--- src/rtl/skid_buf.sv ---
// skid_buf: two-entry skid buffer between a valid/ready producer and consumer.
//   clk       rising-edge clock
//   reset     asynchronous, active-high reset
//   flush     synchronous discard of all held entries
//   in_valid  producer presents in_data
//   in_data   producer payload (WIDTH bits)
//   in_ready  block can accept an entry this cycle (from state only)
//   out_valid out_data holds a valid entry (from state only)
//   out_data  oldest held payload (main register)
//   out_ready consumer takes out_data this cycle
//   count     number of held entries, 0..2
module skid_buf #(
  parameter int unsigned WIDTH = 9
) (
  input  logic             clk,
  input  logic             reset,
  input  logic             flush,
  input  logic             in_valid,
  input  logic [WIDTH-1:0] in_data,
  output logic             in_ready,
  output logic             out_valid,
  output logic [WIDTH-1:0] out_data,
  input  logic             out_ready,
  output logic [1:0]       count
);

  typedef enum logic [1:0] {
    EMPTY = 2'd0,
    ONE   = 2'd1,
    FULL  = 2'd2
  } state_t;

  state_t           state, state_nx;
  logic [WIDTH-1:0] main_q, main_nx;
  logic [WIDTH-1:0] skid_q, skid_nx;
  logic             push, pop;

  always_ff @(posedge clk or posedge reset) begin
    if (reset) begin
      state  <= EMPTY;
      main_q <= '0;
      skid_q <= '0;
    end else begin
      state  <= state_nx;
      main_q <= main_nx;
      skid_q <= skid_nx;
    end
  end

  // Handshake signals depend on registered state only, so there is no
  // combinational path between the producer and consumer sides.
  assign in_ready  = (state != FULL) && !reset;
  assign out_valid = (state != EMPTY);
  assign out_data  = main_q;

  always_comb begin
    push     = in_valid && in_ready;
    pop      = out_valid && out_ready;
    state_nx = state;
    main_nx  = main_q;
    skid_nx  = skid_q;
    if (flush) begin
      // Flush drops everything, including any same-cycle push; the data
      // registers keep their contents.
      state_nx = EMPTY;
    end else begin
      case (state)
        EMPTY: begin
          if (push) begin
            state_nx = ONE;
            main_nx  = in_data;
          end
        end
        ONE: begin
          if (push && pop) begin
            main_nx = in_data;
          end else if (push) begin
            state_nx = FULL;
            skid_nx  = in_data;
          end else if (pop) begin
            state_nx = EMPTY;
          end
        end
        FULL: begin
          if (pop) begin
            state_nx = ONE;
            main_nx  = skid_q;
          end
        end
        default: state_nx = EMPTY;
      endcase
    end
  end

  always_comb begin
    count = 2'd0;
    case (state)
      EMPTY:   count = 2'd0;
      ONE:     count = 2'd1;
      FULL:    count = 2'd2;
      default: count = 2'd0;
    endcase
  end

endmodule

--- config.mk ---
export PLATFORM = sky130hd
export DESIGN_NAME = skid_buf
export DESIGN_NICKNAME = d
export VERILOG_FILES = /design/src/rtl/skid_buf.sv
export SDC_FILE = /design/constraint.sdc
export NUM_CORES = 1
export LEC_CHECK = 0
export CORE_AREA = 2 2 49 51
export DETAILED_ROUTE_END_ITERATION = 10
export DIE_AREA = 0 0 51 53
export PLACE_DENSITY = 0.75
export SYNTH_ARGS = -nofsm -noshare
export SYNTH_HDL_FRONTEND = slang
export SYNTH_SLANG_ARGS = --single-unit
--- constraint.sdc ---
create_clock -name clk -period 1.95 [get_ports clk]
set_input_delay 0.39 -clock clk [delete_from_list [all_inputs] [get_ports clk]]
set_output_delay 0.39 -clock clk [all_outputs]
set_load 0.1 [all_outputs]
Word level (Yosys, flattened, before mapping)
Cells that the tools add are included.
- bits in registers: 20
- input port bits: 14
- output and inout bits: 13
- word-level logic and storage cells: 38
- equal/unequal tests: 10
- muxes and demuxes: 12
- bitwise logic cells: 2
- reductions and logical operators: 11
- operators by type and width (kind ; count):
    9-bit 2-to-1 mux ; 3
    9-bit case mux with 3 select lines ; 1
    2-bit 2-to-1 mux ; 6
    3-bit inequality test (second input constant) ; 3
    2-bit inequality test (second input constant) ; 4
    4-bit AND reduction ; 2
    2-bit case mux with 3 select lines ; 1
    5-bit AND reduction ; 1
    1-bit logical AND ; 4
    4-bit inequality test (second input constant) ; 1
    2-bit case mux with 2 select lines ; 1
    3-bit nonzero test ; 1
    2-bit by 1-bit equality test with 1-bit output (second input constant) ; 1
    2-bit equality test (second input constant) ; 1
    2-bit logical NOT ; 1
    1-bit NOT ; 2
    2-bit nonzero test ; 1
    1-bit logical NOT ; 1

Longest topological paths before layout
Gate-level depths: netlist (run 1).
- word-level depth: 7
- depth in mapped cells: 5
- gate-level depth less buffers: 4

Least setup slack after synthesis (run 1)
Ideal clock, no wire load.
- kind: register to output
- from: reg state[1]
- to: out in_ready
- data arrival time: 2349 ps
- data required time: 1560 ps
- slack: -789 ps
- cell stages (with the launch flop): 5
- buffers on the path: 1
- cells stage by stage: dfrtp_1 -> nand2b_1 -> buf_2 -> inv_2 -> nor2_1
- cells in the longest elaborated chain, start to end: 2
- ends and longest elaborated chain (element ; line ; RTL):
    start, declared ; 33 ; state_t state, state_nx;
    start signal, assigned ; 44 ; state <= state_nx;
    2-bit inequality test ; 52 ; assign in_ready = (state != FULL) && !reset;
    1-bit logical AND ; 52 ;
    end, declared ; 20 ; output logic in_ready,
No other way between the ends.

Final worst setup path (run 1)
- from: in reset
- to: reg skid_q[7]
- cells in the longest elaborated chain, start to end: 6
- ends and longest elaborated chain (element ; line ; RTL):
    start, declared ; 16 ; input logic reset,
    1-bit logical NOT * ; 52 ;
    1-bit logical AND * ; 52 ;
    1-bit logical AND * ; 57 ; push = in_valid && in_ready;
    1-bit logical AND ; 75 ; if (push && pop) begin
    1-bit NOT (no line) ; -- ;
    4-bit AND reduction (no line) * ; -- ;
    end signal, assigned ; 46 ; skid_q <= skid_nx;
    end, declared ; 35 ; logic [WIDTH-1:0] skid_q, skid_nx;
Every way passes the cells marked *; elsewhere a longest branch is shown, timed or not.
A chain may end at the register's enable or synchronous reset.

==> results_tabular.tex, run 1 <==
\begin{tabular}{lr}
\hline
Metric & Value \\
\hline
\multicolumn{2}{l}{\textbf{Floorplanning}} \\
\quad Die area & about 0.0027 mm² \\
\quad Die height & roughly 53 µm \\
\quad Boundary pin count & 27 \\
\quad Placeable Area & between 0.002 and 0.0025 mm² \\
\quad Cell row count & 17 \\
\quad Chip width & about 51 µm \\
\quad Starting Density & 44.8\% \\
\multicolumn{2}{l}{\textbf{Global route}} \\
\quad Vias in the first global route & around 700 \\
\quad Aggregate global-route resource usage & $\sim$16\% \\
\quad Total global routing overflow & 0 \\
\quad Wire length of the first global-routing pass & between 3000 and 4000 µm \\
\quad Pin count of the biggest net entering global routing & 19 \\
\quad Number of antenna violations at the first check in global routing & 0 \\
\multicolumn{2}{l}{\textbf{Routing}} \\
\quad Residual DRC & 0 \\
\quad Drt wl/cell & around 14 µm \\
\quad Initial DRC Count & 4 \\
\quad Vias after detailed routing & 688 \\
\quad Number of detailed-routing iterations run before antenna repair & 3 \\
\quad Routed WL & between 1500 and 2000 µm \\
\quad Count of antenna-violating nets left after detailed routing & 0 \\
\quad Ratio of routed vias to standard cells & about 4.8 \\
\multicolumn{2}{l}{\textbf{Timing}} \\
\quad Unrepaired setup endpoints after global routing & no \\
\quad Worst-case clock skew & $\sim$0.0021 ns \\
\quad Final worst hold slack & 0.489 ns \\
\quad Min Tclk post-route & approximately 1.7 ns \\
\quad Number of setup violations in the final report & 0 \\
\quad Hold Fails Final Rpt & 0 \\
\quad Remaining max-slew budget at the tightest pin & between 70\% and 80\% \\
\quad Number of max-slew violations in the final report & 0 \\
\quad Fmax & between 500 and 600 MHz \\
\quad Final period util & around 88\% \\
\quad Transition time at the pin with the least slew margin & roughly 0.35 ns \\
\multicolumn{2}{l}{\textbf{Worst setup path}} \\
\quad Startpoint type of the worst setup path & input port \\
\quad R2R Path End & skid\_q[7] \\
\quad Crit Path Max Fanout & 9 \\
\quad Required time reported for the critical path endpoint & approximately 2.2 ns \\
\quad Startpoint-to-endpoint class of the critical path & in2reg \\
\quad Arrival time of the worst setup path & 1.92 ns \\
\quad Startpoint of the lowest-slack register-to-register path & state[1] \\
\quad Reg2Reg Setup Slack & roughly 0.3 ns \\
\quad Worst Reg-to-Reg Cells & 5 \\
\quad Type of destination of the critical path & flop \\
\multicolumn{2}{l}{\textbf{Pwr}} \\
\quad Peak supply drop & between 0.5 and 0.6 mV \\
\quad Leakage dissipation & roughly 0.72 nW \\
\quad Power per cell area & between 1000 and 1500 mW/mm² \\
\quad Sum of internal, switching and leakage power & between 1 and 1.5 mW \\
\multicolumn{2}{l}{\textbf{Clock network}} \\
\quad Max clock buf depth & 2 \\
\quad Post-CTS setup buffer count & 0 \\
\quad TritonCTS clock tree & yes \\
\quad Number of buffers added by the clock tree synthesis step & 3 \\
\quad H-tree depth reported by CTS & 1 \\
\quad Number of gates resized after cts & 0 \\
\quad Number of sinks on the clock net & 20 \\
\quad Clock latency at the later pin of the worst-skew pair & between 0.3 and 0.4 ns \\
\quad Hold-fix buffers, CTS & 0 \\
\quad Clk pin slew, worst setup/hold paths & 0.12 ns \\
\quad Root Driver & clkbuf\_4 \\
\multicolumn{2}{l}{\textbf{Synth}} \\
\quad Register area share after synthesis & between 50\% and 60\% \\
\quad Flip-flop and latch count after synthesis & 20 \\
\quad Post-synth cell types & 22 \\
\quad Fraction of post-synthesis cell area in the top cell type by area & between 50\% and 60\% \\
\quad Net count of the mapped netlist & 92 \\
\quad Mapped Avg Cell Area & between 10 and 15 µm² \\
\quad Combined area of all synthesized cells & roughly 960 µm² \\
\quad Number of cells produced by synthesis & between 70 and 80 \\
\quad Synthesis Warnings & 0 \\
\quad Leading post-synthesis cells by cell area & dfrtp\_1 52\%, mux2\_4 14\%, mux2i\_1 10\% \\
\quad Library cell with the largest summed area after synthesis & dfrtp\_1 \\
\multicolumn{2}{l}{\textbf{Finish}} \\
\quad Final cell area excluding filler cells & $\sim$0.0014 mm² \\
\quad Final core utilization & approximately 65\% \\
\quad Count of placed standard cells in the final layout, fillers left out & 142 \\
\quad Post-layout nets & around 130 \\
\quad Most frequent cells in the layout & 19 x dfrtp\_1, 17 x buf\_4, 13 x clkdlybuf4s50\_1 \\
\quad Number of antenna repair diodes & 0 \\
\quad Fillcell total & between 150 and 200 \\
\quad Most common cell after layout, fill and taps aside & dfrtp\_1 \\
\quad Area growth from synthesis to layout & 44.9\% \\
\quad Share of layout cells above drive strength 1 & between 30 and 40\% \\
\multicolumn{2}{l}{\textbf{Placed design}} \\
\quad Final estimated routing congestion in global placement & between 0.7 and 0.8 \\
\quad Port Buffers & 26 \\
\quad Post-detail-place hpwl & about 1500 µm \\
\quad Cell count after placement & 138 \\
\quad Instance area after placement & about 0.0013 mm² \\
\multicolumn{2}{l}{\textbf{Status}} \\
\quad Run status & finished, final reports clean \\
\multicolumn{2}{l}{\textbf{Job}} \\
\quad Max capacitance violation total & 0 \\
\multicolumn{2}{l}{\textbf{Worst hold path}} \\
\quad Kind of path behind the tightest hold check & in2async \\
\hline
\end{tabular}
-- power by group --
group,switching (mW),internal [mW],total [mW]
clock,0.138,0.208,0.346
combinational,0.393,0.179,0.571
sequential,0.0435,0.490,0.533
total,0.574,0.877,1.45
-- logic make-up (layout without fill, tap and decap cells) --
logic type	after synthesis	after routing	share of synthesized area [%]
mux	20	20	25.6
flops	20	20	51.9
simple gates	20	20	11.4
compound gates	12	12	7.66
buf+inv	6	42	3.38
-- per-stage QoR --
step                      setup slack (ns)  setup TNS, ns
after floorplan                    -0.0284         -0.255
after global placement             -0.0616         -0.536
after detailed placement           -0.0861         -0.736
after CTS                            0.238              0
after global routing                 0.181              0
final                                0.234              0
-- state kept, by name (all words and copies together) (netlist names) --
signal,count
state,2
out_data,9
skid_q,9
-- how the worst max path moves through the flow --
stage                      to  slack [ns]  cells after the start      from
floorplan           skid_q[0]       -0.03                      5  state[1]
global placement    skid_q[5]       -0.06                      6     reset
detailed placement  skid_q[6]       -0.09                      6     reset
CTS                 skid_q[7]        0.24                      6     reset
global route        skid_q[2]        0.18                      6     reset
finish              skid_q[7]        0.23                      6     reset
-- cell usage after synthesis --
| master | n |
|---|---|
| mux2i_1 | 10 |
| buf_2 | 2 |
| or3_1 | 1 |
| o22a_1 | 1 |
| mux2_2 | 1 |
| a31oi_2 | 1 |
| dfrtp_1 | 20 |
| o21ai_0 | 8 |
| nor2b_4 | 1 |
| and2b_2 | 1 |
| or2b_1 | 1 |
| o21ai_1 | 1 |
| nor2_1 | 3 |
| nand2b_1 | 1 |
| a211oi_1 | 1 |
| mux2_4 | 9 |
| nand2_1 | 10 |
| and4bb_2 | 1 |
| or2_2 | 1 |
| buf_6 | 1 |
| inv_1 | 2 |
| inv_2 | 1 |
-- worst max-delay path: stages --
cell and delay [ns]:
clkdlybuf4s50_1 0.41, and2b_2 0.23, nand2_1 0.07, or3_1 0.31
buf_4 0.20, mux2_4 0.31
-- area by class of cell --
class	count	area (µm²)	area share (%)
Timing Repair Buffer	35	358	25.6
Clock inverter	1	30.0	2.15
Inverter	3	11.3	0.806
Clock buffer	3	22.5	1.61
Sequential cell	20	502	35.9
Tap cell	28	35.0	2.51
Multi-Input combinational cell	52	438	31.4
-- per-layer routing --
| metal | vias up | routed length (µm) | global-route usage [%] |
|---|---|---|---|
| met5 | - | 0 | 0 |
| met2 | 17 | 847 | 24.2 |
| met1 | 324 | 971 | 22.1 |
| met3 | 4 | 79 | 1.98 |
| met4 | 0 | 29 | 8.11 |
| li1 | 343 | - | - |
Note: power is estimated with default switching activity, not from simulation.
==> run 2, diff against run 1 <==
==> config.mk (replaced) <==
export PLATFORM = sky130hd
export DESIGN_NAME = skid_buf
export DESIGN_NICKNAME = d
export VERILOG_FILES = /design/src/rtl/skid_buf.sv
export SDC_FILE = /design/constraint.sdc
export NUM_CORES = 1
export LEC_CHECK = 0
export CORE_AREA = 2 2 48 50
export CTS_BUF_LIST = sky130_fd_sc_hd__clkbuf_8
export DETAILED_ROUTE_END_ITERATION = 10
export DIE_AREA = 0 0 50 52
export PLACE_DENSITY = 0.78
export SYNTH_ARGS = -nofsm -noshare
export SYNTH_HDL_FRONTEND = slang
export SYNTH_SLANG_ARGS = --single-unit
==> run 2 against run 1 <==
Critical path depth is the same; cell count is the same; die area shrank 3.8%; setup slack lost 0.052 ns; combinational power is essentially flat; via count is the same; cell area shrank 0.72%.
==> results_tabular.tex, run 2 (same netlist as run 1, synthesis figures left out) <==
\begin{tabular}{lr}
\hline
Metric & Value \\
\hline
\multicolumn{2}{l}{\textbf{Global route}} \\
\quad Wire length of the first global-routing pass & 3430 µm (+9.0\%) \\
\quad Total global routing overflow & 0 (unchanged) \\
\quad Aggregate global-route resource usage & 17.7\% (+1.9 points) \\
\quad Vias in the first global route & 745 (+6.1\%) \\
\quad Number of antenna violations at the first check in global routing & 0 (unchanged) \\
\quad Pin count of the biggest net entering global routing & 13 (-6) \\
\multicolumn{2}{l}{\textbf{Clock network}} \\
\quad Max clock buf depth & 2 (unchanged) \\
\quad Number of gates resized after cts & 0 (unchanged) \\
\quad Number of buffers added by the clock tree synthesis step & 3 (unchanged) \\
\quad H-tree depth reported by CTS & 1 (unchanged) \\
\quad Root Driver & clkbuf\_8 \\
\quad Hold-fix buffers, CTS & 0 (unchanged) \\
\quad TritonCTS clock tree & yes \\
\quad Post-CTS setup buffer count & 0 (unchanged) \\
\quad Number of sinks on the clock net & 20 (unchanged) \\
\quad Clk pin slew, worst setup/hold paths & 0.07 ns (-0.05 ns) \\
\quad Clock latency at the later pin of the worst-skew pair & 0.25 ns (-0.06 ns) \\
\multicolumn{2}{l}{\textbf{Routing}} \\
\quad Ratio of routed vias to standard cells & 4.85 (unchanged) \\
\quad Routed WL & 1940 µm (+0.83\%) \\
\quad Residual DRC & 0 (unchanged) \\
\quad Number of detailed-routing iterations run before antenna repair & 2 (-1) \\
\quad Initial DRC Count & 1 (-3) \\
\quad Vias after detailed routing & 688 (unchanged) \\
\quad Drt wl/cell & 13.7 µm (+0.83\%) \\
\quad Count of antenna-violating nets left after detailed routing & 0 (unchanged) \\
\multicolumn{2}{l}{\textbf{Finish}} \\
\quad Total area of multi-input combinational cells & 438 µm² (unchanged) \\
\quad Final core utilization & 65.8\% (+0.84 points) \\
\quad Post-layout nets & 129 (unchanged) \\
\quad Number of antenna repair diodes & 0 (unchanged) \\
\quad Most common cell after layout, fill and taps aside & dfrtp\_1 \\
\quad Final cell area excluding filler cells & 0.00139 mm² (-0.72\%) \\
\quad Share of layout cells above drive strength 1 & 38.6\% (unchanged) \\
\quad Area growth from synthesis to layout & 43.9\% \\
\quad Fillcell total & 153 (-5.0\%) \\
\quad Most frequent cells in the layout & 19 x dfrtp\_1, 18 x buf\_4, 13 x clkdlybuf4s50\_1 \\
\quad Register cell area after layout & 502 µm² (unchanged) \\
\multicolumn{2}{l}{\textbf{Placed design}} \\
\quad Post-detail-place hpwl & 1520 µm (+4.3\%) \\
\quad Port Buffers & 26 (unchanged) \\
\quad Instance area after placement & 0.00133 mm² (-0.93\%) \\
\quad Final estimated routing congestion in global placement & 0.748 (+1.0\%) \\
\multicolumn{2}{l}{\textbf{Timing}} \\
\quad Unrepaired setup endpoints after global routing & no \\
\quad Total negative slack & 0 ns (unchanged) \\
\quad Worst-case clock skew & 0.00412 ns (+0.00198 ns) \\
\quad Number of max-slew violations in the final report & 0 (unchanged) \\
\quad Hold Fails Final Rpt & 0 (unchanged) \\
\quad Final period util & 90.7\% (+2.7 points) \\
\quad Fmax & 566 MHz (-3.0\%) \\
\quad Remaining max-slew budget at the tightest pin & 77.9\% (+1.5 points) \\
\quad Transition time at the pin with the least slew margin & 0.330 ns (-0.0227 ns) \\
\quad Final worst hold slack & 0.486 ns (-0.00349 ns) \\
\quad Number of setup violations in the final report & 0 (unchanged) \\
\quad Min Tclk post-route & 1.77 ns (+0.0523 ns) \\
\multicolumn{2}{l}{\textbf{Pwr}} \\
\quad Power per cell area & 1020 mW/mm² (-1.7\%) \\
\quad Peak supply drop & 0.876 mV (+55\%) \\
\quad Leakage dissipation & 0.712 nW (-0.80\%) \\
\multicolumn{2}{l}{\textbf{Status}} \\
\quad Run status & finished, final reports clean \\
\multicolumn{2}{l}{\textbf{Floorplanning}} \\
\quad Placeable Area & 0.00211 mm² (-2.0\%) \\
\quad Chip width & 50 µm (-2.0\%) \\
\quad Die height & 52 µm (-1.9\%) \\
\quad Starting Density & 45.8\% (+0.91 points) \\
\quad Boundary pin count & 27 (unchanged) \\
\quad Cell row count & 17 (unchanged) \\
\quad Die area & 0.00260 mm² (-3.8\%) \\
\multicolumn{2}{l}{\textbf{Worst setup path}} \\
\quad Startpoint type of the worst setup path & input port \\
\quad Crit Path Max Fanout & 9 (unchanged) \\
\quad Type of destination of the critical path & flop \\
\quad Startpoint-to-endpoint class of the critical path & in2reg \\
\quad Arrival time of the worst setup path & 1.91 ns (about the same) \\
\quad Required time reported for the critical path endpoint & 2.09 ns (-0.07 ns) \\
\multicolumn{2}{l}{\textbf{Worst hold path}} \\
\quad Kind of path behind the tightest hold check & reg2reg \\
\multicolumn{2}{l}{\textbf{Job}} \\
\quad Max capacitance violation total & 0 (unchanged) \\
\hline
\end{tabular}
## run 2: cell count changes in the layout (fill, tap and decap cells not counted)
cell,change
clkbuf_8,+4
clkbuf_4,-3
buf_12,-1
buf_4,+1
bufinv_16,-1
## run 2: area by class of cell
| class | instances | share of cell area (%) |
|---|---|---|
| Sequential cell | 20 | 36.2 |
| Multi-Input combinational cell | 52 | 31.6 |
| Timing Repair Buffer | 35 | 24.9 |
| Clock buffer | 4 | 3.97 |
| Tap cell | 28 | 2.53 |
| Inverter | 3 | 0.812 |
## run 2: worst paths after layout
kind	startpoint	to	slack, ns	depth (start not counted)
max reg2reg	state[1]	skid_q[2]	0.32	5
max in group asynchronous	reset	skid_q[2]	0.91	4
min	out_data[1]	out_data[1]	0.49	2
max	reset	skid_q[2]	0.18	6
min in group asynchronous	reset	state[0]	0.56	3
min reg2reg	out_data[1]	out_data[1]	0.49	2
## run 2: per-stage QoR
step | total power, mW | setup slack [ns] | std cells
2_1_floorplan | 0.957 | -0.0284 | 78
3_5_place_dp | 1.11 | -0.0799 | 138
5_1_grt | 1.48 | 0.125 | 142
4_1_cts | 1.43 | 0.181 | 142
3_3_place_gp | 1.10 | -0.0726 | 138
6_report | 1.42 | 0.182 | 142
## run 2: power breakdown
group / switching, mW / internal (mW)
combinational: 0.394 / 0.176
clock: 0.132 / 0.179
sequential: 0.0437 / 0.491
## run 2: metal layers
metal,part of all wire (%),GRT usage (%),vias to the layer above
li1,-,-,340
met1,41,20.9,333
met2,55,32.9,15
met3,3.2,3.45,0
met4,0,4.17,0
met5,0,0,-
## run 2: critical path, cell delays in order
cell and delay, ns:
clkdlybuf4s50_1 0.42, and2b_2 0.23, nand2_1 0.06, or3_1 0.30, buf_4 0.20, mux2_4 0.31
==> run 3, diff against run 2 <==
==> config.mk (replaced) <==
export PLATFORM = sky130hd
export DESIGN_NAME = skid_buf
export DESIGN_NICKNAME = d
export VERILOG_FILES = /design/src/rtl/skid_buf.sv
export SDC_FILE = /design/constraint.sdc
export NUM_CORES = 1
export LEC_CHECK = 0
export CORE_AREA = 2 2 57 43
export CTS_BUF_LIST = sky130_fd_sc_hd__clkbuf_8
export CTS_CLUSTER_DIAMETER = 200
export DETAILED_ROUTE_END_ITERATION = 10
export DIE_AREA = 0 0 59 45
export GPL_ROUTABILITY_DRIVEN = 0
export PLACE_DENSITY = 0.77
export SYNTH_ARGS = -nofsm -noshare
export SYNTH_HDL_FRONTEND = slang
export SYNTH_SLANG_ARGS = --single-unit
==> run 3 against run 2 <==
Register-to-register slack about the same; critical path type unchanged; hold slack got worse by 0.0043 ns; sequential cell count unchanged; non-clock buffer count increased by 1; power increased by 6.8%; sequential share of layout area decreased by 0.48 points; setup slack got worse by 0.026 ns; critical path depth unchanged; clock skew decreased by 0.0020 ns.
==> results_tabular.tex, run 3 (same netlist as run 1, synthesis figures left out) <==
\begin{tabular}{lr}
\hline
Metric & Value \\
\hline
\multicolumn{2}{l}{\textbf{Timing}} \\
\quad Unrepaired setup endpoints after global routing & no \\
\quad Total negative slack & 0 ns (unchanged) \\
\quad Min Tclk post-route & 1.79 ns (+0.0261 ns) \\
\quad Final WS setup & 0.156 ns (-0.0261 ns) \\
\quad Hold Fails Final Rpt & 0 (unchanged) \\
\quad Number of max-slew violations in the final report & 0 (unchanged) \\
\quad Worst-case clock skew & 0.00216 ns (-0.00196 ns) \\
\quad Number of setup violations in the final report & 0 (unchanged) \\
\quad Transition time at the pin with the least slew margin & 0.325 ns (-0.00527 ns) \\
\quad Remaining max-slew budget at the tightest pin & 78.3\% (+0.35 points) \\
\quad Fmax & 557 MHz (-1.5\%) \\
\quad Final period util & 92.0\% (+1.3 points) \\
\multicolumn{2}{l}{\textbf{Clock network}} \\
\quad Number of gates resized after cts & 0 (unchanged) \\
\quad Clk pin slew, worst setup/hold paths & 0.07 ns (about the same) \\
\quad Post-CTS setup buffer count & 0 (unchanged) \\
\quad H-tree depth reported by CTS & 1 (unchanged) \\
\quad Clock latency at the later pin of the worst-skew pair & 0.26 ns (about the same) \\
\quad Root Driver & clkbuf\_8 \\
\quad Hold-fix buffers, CTS & 0 (unchanged) \\
\quad Number of buffers added by the clock tree synthesis step & 3 (unchanged) \\
\quad Number of sinks on the clock net & 20 (unchanged) \\
\quad TritonCTS clock tree & yes \\
\quad Max clock buf depth & 2 (unchanged) \\
\multicolumn{2}{l}{\textbf{Job}} \\
\quad Max capacitance violation total & 0 (unchanged) \\
\multicolumn{2}{l}{\textbf{Routing}} \\
\quad Ratio of routed vias to standard cells & 5.08 (+4.8\%) \\
\quad Residual DRC & 0 (unchanged) \\
\quad Drt wl/cell & 14.3 µm (+4.5\%) \\
\quad Routed WL & 1990 µm (+2.3\%) \\
\quad Count of antenna-violating nets left after detailed routing & 0 (unchanged) \\
\quad Vias after detailed routing & 706 (+2.6\%) \\
\quad Number of detailed-routing iterations run before antenna repair & 3 (+1) \\
\quad Initial DRC Count & 6 (+5) \\
\multicolumn{2}{l}{\textbf{Floorplanning}} \\
\quad Die height & 45 µm (-13\%) \\
\quad Boundary pin count & 27 (unchanged) \\
\quad Die area & 0.00266 mm² (+2.1\%) \\
\quad Cell row count & 14 (-3) \\
\quad Chip width & 59 µm (+18\%) \\
\quad Placeable Area & 0.00207 mm² (-1.8\%) \\
\quad Starting Density & 46.6\% (+0.86 points) \\
\multicolumn{2}{l}{\textbf{Finish}} \\
\quad Most frequent cells in the layout & 19 x dfrtp\_1, 19 x buf\_4, 13 x clkdlybuf4s50\_1 \\
\quad Count of placed standard cells in the final layout, fillers left out & 139 (-2.1\%) \\
\quad Number of antenna repair diodes & 0 (unchanged) \\
\quad Area growth from synthesis to layout & 45.8\% \\
\quad Share of layout cells above drive strength 1 & 39.1\% (+0.53 points) \\
\quad Fillcell total & 167 (+9.2\%) \\
\quad Post-layout nets & 130 (+0.78\%) \\
\multicolumn{2}{l}{\textbf{Worst setup path}} \\
\quad Required time reported for the critical path endpoint & 2.10 ns (about the same) \\
\quad Type of destination of the critical path & flop \\
\quad Arrival time of the worst setup path & 1.94 ns (+0.03 ns) \\
\quad Startpoint-to-endpoint class of the critical path & in2reg \\
\quad Startpoint type of the worst setup path & input port \\
\quad Crit Path Max Fanout & 4 (-5) \\
\multicolumn{2}{l}{\textbf{Global route}} \\
\quad Total global routing overflow & 0 (unchanged) \\
\quad Pin count of the biggest net entering global routing & 13 (unchanged) \\
\quad Wire length of the first global-routing pass & 3480 µm (+1.4\%) \\
\quad Aggregate global-route resource usage & 18.4\% (+0.68 points) \\
\quad Number of antenna violations at the first check in global routing & 0 (unchanged) \\
\quad Vias in the first global route & 743 (-0.27\%) \\
\multicolumn{2}{l}{\textbf{Pwr}} \\
\quad Sum of internal, switching and leakage power & 1.51 mW (+6.8\%) \\
\quad Peak supply drop & 0.911 mV (+4.0\%) \\
\quad Power per cell area & 1080 mW/mm² (+5.4\%) \\
\quad Leakage dissipation & 0.723 nW (+1.6\%) \\
\multicolumn{2}{l}{\textbf{Placed design}} \\
\quad Cell count after placement & 135 (-2.2\%) \\
\quad Worst slack at placement & -0.0816 ns (-0.00169 ns) \\
\quad Port Buffers & 26 (unchanged) \\
\quad Post-detail-place hpwl & 1520 µm (-0.15\%) \\
\multicolumn{2}{l}{\textbf{Status}} \\
\quad Run status & finished, final reports clean \\
\multicolumn{2}{l}{\textbf{Worst hold path}} \\
\quad Kind of path behind the tightest hold check & reg2reg \\
\hline
\end{tabular}
[run 3: cell types whose count changed in the layout (fill, tap and decap cells not counted)]
cell	change
clkbuf_8	-1
buf_4	+1
bufinv_16	+1
[run 3: area by class of cell]
cell class | count | area [µm²] | share of cell area, %
Sequential cell | 20 | 502 | 35.7
Tap cell | 24 | 30.0 | 2.14
Multi-Input combinational cell | 52 | 438 | 31.2
Inverter | 3 | 11.3 | 0.801
Timing Repair Buffer | 36 | 353 | 25.1
Clock buffer | 3 | 41.3 | 2.94
Clock inverter | 1 | 30.0 | 2.14
[run 3: final timing paths]
check / from / to / slack, ns / depth (start not counted)
setup / recovery: reset / skid_q[8] / 0.16 / 6
hold / removal: out_data[6] / out_data[6] / 0.48 / 2
setup reg to reg: state[1] / skid_q[8] / 0.32 / 5
hold reg to reg: out_data[6] / out_data[6] / 0.48 / 2
max in group asynchronous: reset / state[1] / 0.88 / 4
min in group asynchronous: reset / out_data[7] / 0.58 / 3
[run 3: through the flow]
stage / util, % / hold WS, ns / instance area [µm²]
global route: 68.0 / 0.525 / 1410
floorplan: - / 0.354 / 972
detailed placement: 64.5 / 0.473 / 1330
CTS: 68.0 / 0.490 / 1410
finish: 68.0 / 0.481 / 1410
global placement: 64.5 / 0.466 / 1330
[run 3: power by group]
part | internal (mW) | total (mW) | switching [mW]
Clock | 0.274 | 0.409 | 0.135
Combinational | 0.176 | 0.568 | 0.391
Sequential | 0.491 | 0.536 | 0.0450
[run 3: layer usage]
metal	share of wire [%]	vias to the layer above	track usage [%]
li1	-	341	-
met1	48	337	23.6
met2	46	22	29.8
met3	4.6	6	6.02
met4	1.9	0	6.36
met5	0	-	0
[run 3: worst max-delay path, cell delays in order]
cell	delay, ns
clkdlybuf4s50_1	0.44
and2b_2	0.24
nand2_1	0.06
or3_1	0.33
buf_4	0.18
mux2_4	0.30
